File: src/rtl/qeciphy_pkg.sv
// -----------------------------------------------------------------------------
// qeciphy_pkg
// Shared types and constants for the QECIPHY receive link controller:
//   - rx_state_e : link-controller FSM states with their fixed encoding
//   - saturation limits for the retrain and error statistics counters
//   - small saturating-increment helpers
// -----------------------------------------------------------------------------
package qeciphy_pkg;

    localparam int STATE_W = 3;

    // Encoding is visible on o_state, so the values are fixed.
    typedef enum logic [STATE_W-1:0] {
        ST_RESET       = 3'd0,
        ST_ALIGN       = 3'd1,
        ST_WAIT_LOCAL  = 3'd2,
        ST_WAIT_REMOTE = 3'd3,
        ST_LINK_UP     = 3'd4,
        ST_RETRAIN     = 3'd5
    } rx_state_e;

    localparam logic [7:0]  RETRAIN_CNT_MAX = 8'hFF;
    localparam logic [15:0] STAT_CNT_MAX    = 16'hFFFF;

    function automatic logic [7:0] sat_inc8(input logic [7:0] v);
        return (v == RETRAIN_CNT_MAX) ? v : v + 8'd1;
    endfunction

    function automatic logic [15:0] sat_inc16(input logic [15:0] v);
        return (v == STAT_CNT_MAX) ? v : v + 16'd1;
    endfunction

endpackage

File: src/rtl/qeciphy_rx_errwindow.sv
// -----------------------------------------------------------------------------
// qeciphy_rx_errwindow
// Counts link error events in fixed windows of ERR_WINDOW cycles and trips when
// a window accumulates ERR_THRESHOLD events.
//   rx_clk, rx_rst_n : clock, async active-low reset
//   i_enable         : window runs only while high; low clears timer and count
//   i_event          : one error event this cycle
//   o_trip           : combinational, high in the cycle the threshold is reached
// Window k covers enabled cycles k*ERR_WINDOW .. (k+1)*ERR_WINDOW-1. The cycle
// where the timer reads 0 starts a new window, so the stale count is ignored
// there and the count restarts from that cycle's event.
// -----------------------------------------------------------------------------
module qeciphy_rx_errwindow
    import qeciphy_pkg::*;
#(
    parameter int ERR_WINDOW    = 4096,
    parameter int ERR_THRESHOLD = 8
) (
    input  logic rx_clk,
    input  logic rx_rst_n,
    input  logic i_enable,
    input  logic i_event,
    output logic o_trip
);

    localparam int TW = (ERR_WINDOW > 1) ? $clog2(ERR_WINDOW) : 1;
    localparam int CW = $clog2(ERR_THRESHOLD + 1);
    localparam logic [TW-1:0] T_LAST = TW'(ERR_WINDOW - 1);
    localparam logic [CW:0]   THR    = (CW + 1)'(ERR_THRESHOLD);

    logic [TW-1:0] r_timer;
    logic [CW-1:0] r_count;
    logic          w_start;
    logic [CW:0]   w_sum;

    always_comb begin
        w_start = (r_timer == '0);
        w_sum   = (w_start ? '0 : {1'b0, r_count}) + (CW + 1)'(i_event);
        o_trip  = i_enable && (w_sum >= THR);
    end

    always_ff @(posedge rx_clk or negedge rx_rst_n) begin
        if (!rx_rst_n) begin
            r_timer <= '0;
            r_count <= '0;
        end else if (!i_enable) begin
            r_timer <= '0;
            r_count <= '0;
        end else begin
            r_timer <= (r_timer == T_LAST) ? '0 : r_timer + TW'(1);
            // Count never needs to exceed the threshold: a trip ends LINK_UP.
            r_count <= (w_sum >= THR) ? THR[CW-1:0] : w_sum[CW-1:0];
        end
    end

endmodule

File: src/rtl/qeciphy_rx_linkctrl.sv
// -----------------------------------------------------------------------------
// qeciphy_rx_linkctrl
// Receive-side link bring-up and supervision FSM:
//   RESET -> ALIGN -> WAIT_LOCAL -> WAIT_REMOTE -> LINK_UP, with RETRAIN on
//   failure, step timeout, link drop, error-window trip or software request.
// Ports:
//   rx_clk, rx_rst_n              : clock, async active-low reset
//   i_align_done, i_align_fail    : byte-aligner status
//   i_rx_rdy, i_remote_rx_rdy     : local / remote decoder ready
//   i_fap_missing, i_crc_mismatch : single-cycle error pulses
//   i_retrain_req                 : software retrain request (level)
//   i_stats_clr                   : clear error statistics
//   o_align_rst_n                 : active-low reset to aligner/decoder
//   o_link_up                     : link usable
//   o_state                       : FSM state encoding
//   o_retrain_cnt                 : saturating retrain count
//   o_fap_cnt, o_crc_cnt          : saturating error statistics
// Build option: QECIPHY_RX_ERR_STATS_EN enables o_fap_cnt / o_crc_cnt;
// without it both are tied to zero.
// i_align_fail is honoured in every bring-up state (ALIGN, WAIT_LOCAL,
// WAIT_REMOTE) and always wins over success and timeout.
// -----------------------------------------------------------------------------
module qeciphy_rx_linkctrl
    import qeciphy_pkg::*;
#(
    parameter int RST_HOLD      = 16,
    parameter int STEP_TIMEOUT  = 65535,
    parameter int ERR_WINDOW    = 4096,
    parameter int ERR_THRESHOLD = 8
) (
    input  logic        rx_clk,
    input  logic        rx_rst_n,
    input  logic        i_align_done,
    input  logic        i_align_fail,
    input  logic        i_rx_rdy,
    input  logic        i_remote_rx_rdy,
    input  logic        i_fap_missing,
    input  logic        i_crc_mismatch,
    input  logic        i_retrain_req,
    input  logic        i_stats_clr,
    output logic        o_align_rst_n,
    output logic        o_link_up,
    output logic [2:0]  o_state,
    output logic [7:0]  o_retrain_cnt,
    output logic [15:0] o_fap_cnt,
    output logic [15:0] o_crc_cnt
);

    localparam int HOLD_W = (RST_HOLD > 1) ? $clog2(RST_HOLD) : 1;
    localparam int STEP_W = (STEP_TIMEOUT > 0) ? $clog2(STEP_TIMEOUT + 1) : 1;
    localparam logic [HOLD_W-1:0] HOLD_LAST = HOLD_W'(RST_HOLD - 1);
    localparam logic [STEP_W-1:0] STEP_LAST = STEP_W'(STEP_TIMEOUT);

    rx_state_e         r_state, w_next;
    logic [HOLD_W-1:0] r_hold;
    logic [STEP_W-1:0] r_step;
    logic              r_link_up;
    logic              r_align_rst_n;
    logic [7:0]        r_retrain_cnt;

    logic w_bringup;
    logic w_timeout;
    logic w_trip;
    logic w_err_event;
    logic w_in_link;

    assign w_err_event = i_fap_missing | i_crc_mismatch;
    assign w_in_link   = (r_state == ST_LINK_UP);

    qeciphy_rx_errwindow #(
        .ERR_WINDOW   (ERR_WINDOW),
        .ERR_THRESHOLD(ERR_THRESHOLD)
    ) u_errwindow (
        .rx_clk  (rx_clk),
        .rx_rst_n(rx_rst_n),
        .i_enable(w_in_link),
        .i_event (w_err_event),
        .o_trip  (w_trip)
    );

    // ---------------------------------------------------------------- FSM
    always_ff @(posedge rx_clk or negedge rx_rst_n) begin
        if (!rx_rst_n) r_state <= ST_RESET;
        else           r_state <= w_next;
    end

    always_comb begin
        w_next    = r_state;
        w_bringup = 1'b0;
        w_timeout = (r_step == STEP_LAST);
        case (r_state)
            ST_RESET: begin
                if (r_hold == HOLD_LAST) w_next = ST_ALIGN;
            end
            ST_ALIGN: begin
                w_bringup = 1'b1;
                if (i_align_fail)      w_next = ST_RETRAIN;
                else if (i_align_done) w_next = ST_WAIT_LOCAL;
                else if (w_timeout)    w_next = ST_RETRAIN;
            end
            ST_WAIT_LOCAL: begin
                w_bringup = 1'b1;
                if (i_align_fail)   w_next = ST_RETRAIN;
                else if (i_rx_rdy)  w_next = ST_WAIT_REMOTE;
                else if (w_timeout) w_next = ST_RETRAIN;
            end
            ST_WAIT_REMOTE: begin
                w_bringup = 1'b1;
                if (i_align_fail)         w_next = ST_RETRAIN;
                else if (i_remote_rx_rdy) w_next = ST_LINK_UP;
                else if (w_timeout)       w_next = ST_RETRAIN;
            end
            ST_LINK_UP: begin
                if (!(i_align_done && i_rx_rdy && i_remote_rx_rdy) || w_trip)
                    w_next = ST_RETRAIN;
            end
            ST_RETRAIN: w_next = ST_RESET;
            default:    w_next = ST_RESET;
        endcase
        // Software request beats everything once the link is past RESET.
        if (i_retrain_req && (r_state != ST_RESET) && (r_state != ST_RETRAIN))
            w_next = ST_RETRAIN;
    end

    // ------------------------------------------------------- timers / flags
    always_ff @(posedge rx_clk or negedge rx_rst_n) begin
        if (!rx_rst_n) begin
            r_hold        <= '0;
            r_step        <= '0;
            r_link_up     <= 1'b0;
            r_align_rst_n <= 1'b0;
            r_retrain_cnt <= '0;
        end else begin
            r_hold <= (r_state == ST_RESET && w_next == ST_RESET) ? r_hold + HOLD_W'(1) : '0;
            // Step timer restarts on every state change.
            r_step <= (w_bringup && w_next == r_state) ? r_step + STEP_W'(1) : '0;
            // Registered against the next state so both flags line up with o_state.
            r_link_up     <= (w_next == ST_LINK_UP);
            r_align_rst_n <= (w_next != ST_RESET);
            if (w_next == ST_RETRAIN && r_state != ST_RETRAIN)
                r_retrain_cnt <= sat_inc8(r_retrain_cnt);
        end
    end

    assign o_state       = r_state;
    assign o_link_up     = r_link_up;
    assign o_align_rst_n = r_align_rst_n;
    assign o_retrain_cnt = r_retrain_cnt;

    // ------------------------------------------------------ error statistics
`ifdef QECIPHY_RX_ERR_STATS_EN
    logic [15:0] r_fap_cnt;
    logic [15:0] r_crc_cnt;

    // Clear wins over counting but keeps a coincident pulse.
    always_ff @(posedge rx_clk or negedge rx_rst_n) begin
        if (!rx_rst_n) begin
            r_fap_cnt <= '0;
            r_crc_cnt <= '0;
        end else begin
            if (i_stats_clr)        r_fap_cnt <= {15'd0, i_fap_missing};
            else if (i_fap_missing) r_fap_cnt <= sat_inc16(r_fap_cnt);
            if (i_stats_clr)         r_crc_cnt <= {15'd0, i_crc_mismatch};
            else if (i_crc_mismatch) r_crc_cnt <= sat_inc16(r_crc_cnt);
        end
    end

    assign o_fap_cnt = r_fap_cnt;
    assign o_crc_cnt = r_crc_cnt;
`else
    logic w_unused_stats;
    assign w_unused_stats = i_stats_clr;
    assign o_fap_cnt      = '0;
    assign o_crc_cnt      = '0;
`endif

endmodule

File: config.mk
export PLATFORM = sky130hd
export DESIGN_NAME = qeciphy_rx_linkctrl
export DESIGN_NICKNAME = d
export VERILOG_FILES = /design/src/rtl/qeciphy_pkg.sv /design/src/rtl/qeciphy_rx_errwindow.sv /design/src/rtl/qeciphy_rx_linkctrl.sv
export SDC_FILE = /design/constraint.sdc
export NUM_CORES = 1
export LEC_CHECK = 0
export CORE_ASPECT_RATIO = 0.8
export CORE_MARGIN = 2
export CORE_UTILIZATION = 46
export CTS_CLUSTER_DIAMETER = 100
export CTS_CLUSTER_SIZE = 8
export DETAILED_ROUTE_END_ITERATION = 8
export GPL_TIMING_DRIVEN = 0
export HOLD_SLACK_MARGIN = 0.12
export PLACE_DENSITY = 0.77
export SYNTH_ARGS = -nofsm -noshare
export SYNTH_HDL_FRONTEND = slang
export SYNTH_SLANG_ARGS = --single-unit
File: constraint.sdc
create_clock -name rx_clk -period 5.2 [get_ports rx_clk]
set_clock_uncertainty 0.2 [all_clocks]
set_input_delay 0.52 -clock rx_clk [delete_from_list [all_inputs] [get_ports rx_clk]]
set_output_delay 0.52 -clock rx_clk [all_outputs]
set_load 0.005 [all_outputs]
* Yosys cells after proc, flatten, opt, wreduce, memory -nomap -nowiden
Index checks and enable logic that the tools add are counted.
** Cells by class
- Add/sub/neg operators :: 5
- Multipliers :: 0
- Div/mod/pow operators :: 0
- Order comparisons :: 1
- Eq/ne operators :: 12
- Shifts and indexed selects :: 0
- Multiplexer cells :: 19
- Bitwise gates (word level) :: 2
- Reductions and logical operators :: 17
** Operators with widths (count)
- $mux W3 :: 10
- $mux W12 :: 2
- $add A16 B1 Y16 const B :: 1
- $eq A16 B16 Y1 const B :: 1
- $mux W16 :: 1
- $mux W4 :: 4
- $pmux W3 S5 :: 1
- $add A12 B1 Y12 const B :: 1
- $eq A12 B12 Y1 const B :: 1
- $logic_not A12 Y1 :: 1
- $eq A3 B3 Y1 const B :: 3
- $add A8 B1 Y8 const B :: 1
- $eq A8 B8 Y1 const B :: 1
- $logic_and A1 B1 Y1 :: 8
- $eq A3 B2 Y1 const B :: 2
- $logic_not A3 Y1 :: 2
- $reduce_bool A3 Y1 :: 2
- $add A5 B1 Y5 :: 1
- $ge A5 B4 Y1 const B :: 1
- $add A4 B1 Y4 const B :: 1
- $eq A4 B4 Y1 const B :: 1
- $eq A3 B1 Y1 const B :: 1
- $eq A3 B3 Y1 :: 1
- $ne A3 B3 Y1 const B :: 1
- other kinds (7) :: 7
** Word-level totals
- Flip-flop bits (word level) :: 49
- Latch bits :: 0
- Memory bits (writable) :: 0
- ROM bits :: 0
- Input port bits :: 10
- Memories :: 0

* Depth between registers and ports, before layout
- Depth after elaboration :: 12
- Mapped depth :: 14
- Depth with buffers taken out :: 13

* By module
From an unflattened synthesis, not the netlist that was laid out.
** Second synthesis, totals
- Cells, all modules :: 304
- Area total of the unflattened synthesis :: 2885.3 um^2
** By module, submodules not included
- qeciphy_rx_linkctrl :: instances 1, cells each 210, area an instance 1993.2 um^2, sequential area each 825.8 um^2
- qeciphy_rx_errwindow :: instances 1, cells each 94, area an instance 892.1 um^2, sequential area each 400.4 um^2

* Worst setup path before layout
OpenSTA, ideal clock, no wires.
- Path type :: register to register
- Start point :: register u_errwindow.r_timer[0]
- End point :: register r_retrain_cnt[1], in the netlist o_retrain_cnt[1]
- Data arrival time :: 2.866 ns
- Path slack :: 2.006 ns
- Cell stages (with the launch flop) :: 15
- Path buffers :: 1
- Period minus slack after synthesis :: 3.194 ns
- Cell sequence :: dfrtp_1 -> inv_1 -> ha_1 -> nor4b_2 -> nand3_1 -> and2_1 -> ha_1 -> ha_1 -> nor2b_1 -> a41oi_1 -> and3b_1 -> a2111o_1 -> buf_2 -> nand2_2 -> mux2_1
** Between the ends
- Word-level cells in the longest chain between the ends :: 12
** Ends and longest elaborated chain
- start, declared :: line qeciphy_rx_errwindow.sv:31 : logic [TW-1:0] r_timer;
- start signal, assigned :: line qeciphy_rx_errwindow.sv:50 : r_timer <= (r_timer == T_LAST) ? '0 : r_timer + TW'(1);
- $logic_not A12 Y1 :: line qeciphy_rx_errwindow.sv:37 : w_start = (r_timer == '0);
- $mux W4 :: line qeciphy_rx_errwindow.sv:38 : w_sum = (w_start ? '0 : {1'b0, r_count}) + (CW + 1)'(i_event);
- $add A5 B1 Y5 :: line qeciphy_rx_errwindow.sv:38
- $ge A5 B4 Y1 :: line qeciphy_rx_errwindow.sv:39 : o_trip = i_enable && (w_sum >= THR);
- $logic_and A1 B1 Y1 :: line qeciphy_rx_errwindow.sv:39
- $logic_or A1 B1 Y1 :: line qeciphy_rx_linkctrl.sv:114 : if (!(i_align_done && i_rx_rdy && i_remote_rx_rdy) || w_trip)
- $mux W3 :: line qeciphy_rx_linkctrl.sv:114
- $pmux W3 S5 :: line qeciphy_rx_linkctrl.sv:91 : case (r_state)
- $mux W3 :: line qeciphy_rx_linkctrl.sv:121 : if (i_retrain_req && (r_state != ST_RESET) && (r_state != ST_RETRAIN))
- via w_next[0] :: line qeciphy_rx_linkctrl.sv:54 : rx_state_e r_state, w_next;
- $eq A3 B3 Y1 :: line qeciphy_rx_linkctrl.sv:140 : if (w_next == ST_RETRAIN && r_state != ST_RETRAIN)
- $logic_and A1 B1 Y1 :: line qeciphy_rx_linkctrl.sv:140
- $reduce_and A2 Y1 (no line)
- end signal, assigned :: line qeciphy_rx_linkctrl.sv:141 : r_retrain_cnt <= sat_inc8(r_retrain_cnt);
- end, declared :: line qeciphy_rx_linkctrl.sv:59 : logic [7:0] r_retrain_cnt;
The timed path passes the listed nets, and every way through them passes these cells.
A chain may end at the register's enable or synchronous reset.

* Worst setup path in the final report
- Start point :: register u_errwindow.r_timer[0]
- End point :: register r_step[6]
** Between the ends
- Word-level cells in the longest chain between the ends :: 12
** Ends and longest elaborated chain
- $logic_not A12 Y1 :: line qeciphy_rx_errwindow.sv:37
- $mux W4 :: line qeciphy_rx_errwindow.sv:38
- $add A5 B1 Y5 :: line qeciphy_rx_errwindow.sv:38
- $ge A5 B4 Y1 :: line qeciphy_rx_errwindow.sv:39
- $logic_and A1 B1 Y1 :: line qeciphy_rx_errwindow.sv:39
- $logic_or A1 B1 Y1 :: line qeciphy_rx_linkctrl.sv:114
- $mux W3 :: line qeciphy_rx_linkctrl.sv:114
- $pmux W3 S5 :: line qeciphy_rx_linkctrl.sv:91
- $mux W3 :: line qeciphy_rx_linkctrl.sv:121
- $eq A3 B3 Y1 :: line qeciphy_rx_linkctrl.sv:136 : r_step <= (w_bringup && w_next == r_state) ? r_step + STEP_W'(1) : '0;
- $logic_and A1 B1 Y1 :: line qeciphy_rx_linkctrl.sv:136
- $mux W16 :: line qeciphy_rx_linkctrl.sv:136
- end signal, assigned :: line qeciphy_rx_linkctrl.sv:136
- end, declared :: line qeciphy_rx_linkctrl.sv:56 : logic [STEP_W-1:0] r_step;
Every way passes these cells.

==> summary.md <==
| Metric | Value |
|---|---|
| Outcome | `complete, no violations` |
| GRT busiest layer | `met2` |
| Register area | `between 0.001 and 0.0015 mm^2` |
| Met2 Use GR | `approximately 25%` |
| Highest net fanout along the worst path | `10` |
| Post-layout min period | `between 3 and 4 ns` |
| Syn avg cell area | `around 10 um^2` |
| Depth of the CTS H-tree | `2` |
| CTS Root Cell | `clkbuf_8` |
| Vias in the first global route | `around 1900` |
| Worst hold path class | `flop to flop` |
| First-pass GRT wire length | `about 8.7 mm` |
| LEAKAGE | `approximately 1.5 nW` |
| DRC viols | `0` |
| Final Max Slew Viols | `0` |
| Max-cap violation count | `0` |
| DRT iter0 DRCs | `110` |
| Area Overhead vs Synth | `18.8%` |
| Net Switching | `between 0.5 and 0.6 mW` |
| Ys flop type | `dfrtp_1` |
| Total track usage | `between 10% and 20%` |
| # diodes | `0` |
| Final setup fails | `0` |
| Combinational share of power | `44.6%` |
| Postcts setup bufs | `0` |
| Largest delay share family, worst path | `simple AND/OR/NAND/NOR gates` |
| WL final | `roughly 5 mm` |
| Hold path start | `r_step[0]` |
| Cell mode on critical path | `ha_1` |
| Period utilisation layout | `68.9%` |
| Worst Max-Slew Pin Slew | `around 0.65 ns` |
| Core area | `roughly 0.0060 mm^2` |
| Detail Placement HPWL | `3.78 mm` |
| Crit path launch | `u_errwindow.r_timer[0]` |
| WL/cell | `roughly 12 um` |
| Drt pass-1 iters | `4` |
| Via/cell ratio | `a little under 5` |
| Max Root-Sink Buffers | `2` |
| Number of library cell types mapped by synthesis | `50` |
| Worst ir drop on vdd | `0.000269 V` |
| Global placement routability congestion | `0.818` |
| Row count | `25` |
| Area of the multi-input gates | `0.00143 mm^2` |
| Via count | `between 2000 and 2500` |
| CP arrival | `between 3 and 4 ns` |
| Worst setup path class | `flop to flop` |
| Sequential fraction of the synthesis area | `between 40% and 50%` |
| Synth Cell Area | `around 0.0029 mm^2` |
| Crit path required time | `5.20 ns` |
| Die height | `between 70 and 80 um` |
| Switching share of power | `about two fifths` |
| Initial antenna violation count | `0` |
| Clock power frac | `between 10% and 20%` |
| Met1 Use GR | `~22%` |
| Placed cell count | `421` |
| Bufs and invs on worst path | `2` |
| Async SR Flop Fraction | `between 90% and 100%` |
| Final hold vios | `0` |
| P_int | `0.789 mW` |
| Number of flops mapped to enable cells by yosys | `0` |
| Grt total ovfl | `0` |
| Slowest stage cell on the critical path | `dfrtp_1` |
| Worst slew margin | `56.9%` |
| Clk_lat worst skew | `a little under 0.3 ns` |
| Highest clock rate | `roughly 0.28 GHz` |
| Fillcell total | `497` |
| Reg-to-Reg Start | `u_errwindow.r_timer[0]` |
| Number of synthesized register bits | `49` |
| Total negative slack | `0 ns` |
| Fraction of final layout cells sized beyond drive strength 1 | `a little under a fifth` |
| Post-CTS resize count | `0` |
| CTS tree | `built` |
| Reg clk slew, reported paths | `around 0.08 ns` |
| Antenna viol nets, final | `0` |
| CP Launch Type | `flop` |
| Largest net degree at the start of global routing | `38` |
| Sink Count | `49` |
| Initial Utilization | `47.9%` |
| Critical path cell sequence | `inv_1 > ha_1 > nor4b_2 > nand3_1 > and2_1 > ha_1 > ha_1 > nor2b_1 > a41oi_1 > and3b_1 > a2111o_1 > a2bb2oi_2 > buf_6 > nor4_2` |
| Slowest stage delay, CP | `roughly 0.45 ns` |
| Warnings, synthesis | `0` |
| Layout Nets | `about 370` |
| Boundary pin count | `55` |
| Power share of the sequential group | `38.2%` |
| Die area | `approximately 0.007 mm^2` |
| Setup crit end kind | `flop` |
| Synthesized netlist cell count | `roughly 290` |
| GRT met3 Usage | `between 3 and 4%` |
| RSZ-0062 raised after global routing | `false` |
| Final cell count without fillers | `429` |
| Die W | `between 90 and 100 um` |
| IO Port Bufs | `21` |
| CTS Buf Count | `5` |
| Power per cell area | `~380 mW/mm^2` |
==> sequential cells by signal, indices dropped and copies added (netlist names) <==
signal	flops
o_state	3
u_errwindow.r_count	4
r_hold	4
o_align_rst_n	1
r_step	16
u_errwindow.r_timer	12
o_link_up	1
o_retrain_cnt	8
==> power by group through the flow <==
stage | clock network [mW] | registers [mW] | logic, mW
after detailed placement | 0 | 0.499 | 0.573
after global placement | 0 | 0.499 | 0.565
after floorplan | 0 | 0.494 | 0.396
after global routing | 0.246 | 0.502 | 0.637
after CTS | 0.231 | 0.492 | 0.577
final | 0.222 | 0.492 | 0.575
==> cell type report <==
cell class / instances / share of cell area (%)
clock buffers: 7 / 2.54
plain buffers: 43 / 8.72
multi-input cells: 218 / 41.9
flip-flops and latches: 49 / 36.0
well taps: 81 / 2.98
repair buffers: 23 / 6.91
inverters: 8 / 0.883
==> layout by cell type (no fill, tap or decap), types with 6 or more instances in the layout <==
master           count
clkdlybuf4s50_1     20
nand4_1              7
xor2_1              18
xnor2_1             16
nor4_2              10
buf_2                7
nor2_1              27
clkbuf_8             6
buf_4               32
dfrtp_1             49
ha_1                 7
nor4_1               7
nand2_1             16
a21oi_1              8
conb_1              32
inv_1                8
nand3_1             20
==> stage by stage <==
stage                     power, mW  area, um^2  hold slack, ns  util (%)  setup WS [ns]
after global routing           1.39        3400           0.319      56.9           1.34
after global placement         1.06        3290           0.257      55.1           1.67
final                          1.29        3400           0.287      56.9           1.62
after CTS                      1.30        3400           0.293      56.9           1.60
after detailed placement       1.07        3310           0.241      55.3           1.64
after floorplan               0.890        2980          0.0244         -           2.01
==> synth_stat cells, types with 5 or more instances <==
master	instances	area share, %
dfrtp_1	49	43
xnor2_1	16	4.9
nand2_1	16	2.1
inv_1	8	1.0
buf_2	6	1.0
nor4_2	10	4.4
a21oi_1	8	1.4
nand3_1	20	3.5
ha_1	7	3.1
and2_1	5	1.1
buf_4	32	8.4
xor2_1	18	5.5
nor2_1	27	3.5
nand4_1	7	1.5
nor4_1	7	1.5
==> kinds of logic after synthesis <==
group	share of synthesized area [%]
buffers and inverters	11.4
multiplexers	0.743
other	0.131
adder cells (fa/ha/maj)	3.06
flip-flops	42.8
AO/OA/AOI/OAI	6.60
AND/OR/NAND/NOR	24.3
XOR/XNOR	11.0
==> routing by layer <==
metal	wire (um)	part of all wire, %	vias to the layer above
met5	0	0	-
met4	36	0.70	0
met2	2330	45	45
li1	-	-	1051
met1	2550	50	1005
met3	221	4.3	6
==> worst paths after layout <==
path,endpoint,slack (ns),cells after the start
min in group asynchronous,o_retrain_cnt[3],0.45,2
max,r_step[6],1.62,14
min,r_step[0],0.29,1
min reg2reg,r_step[0],0.29,1
max in group asynchronous,u_errwindow.r_count[2],3.85,3
max reg2reg,r_step[6],1.62,14
==> repair_timing <==
item	CTS	global route
setup endpoints to repair	0	0
hold buffers	1	0
hold endpoints to repair	12	0
(Power assumes the default switching activity.)
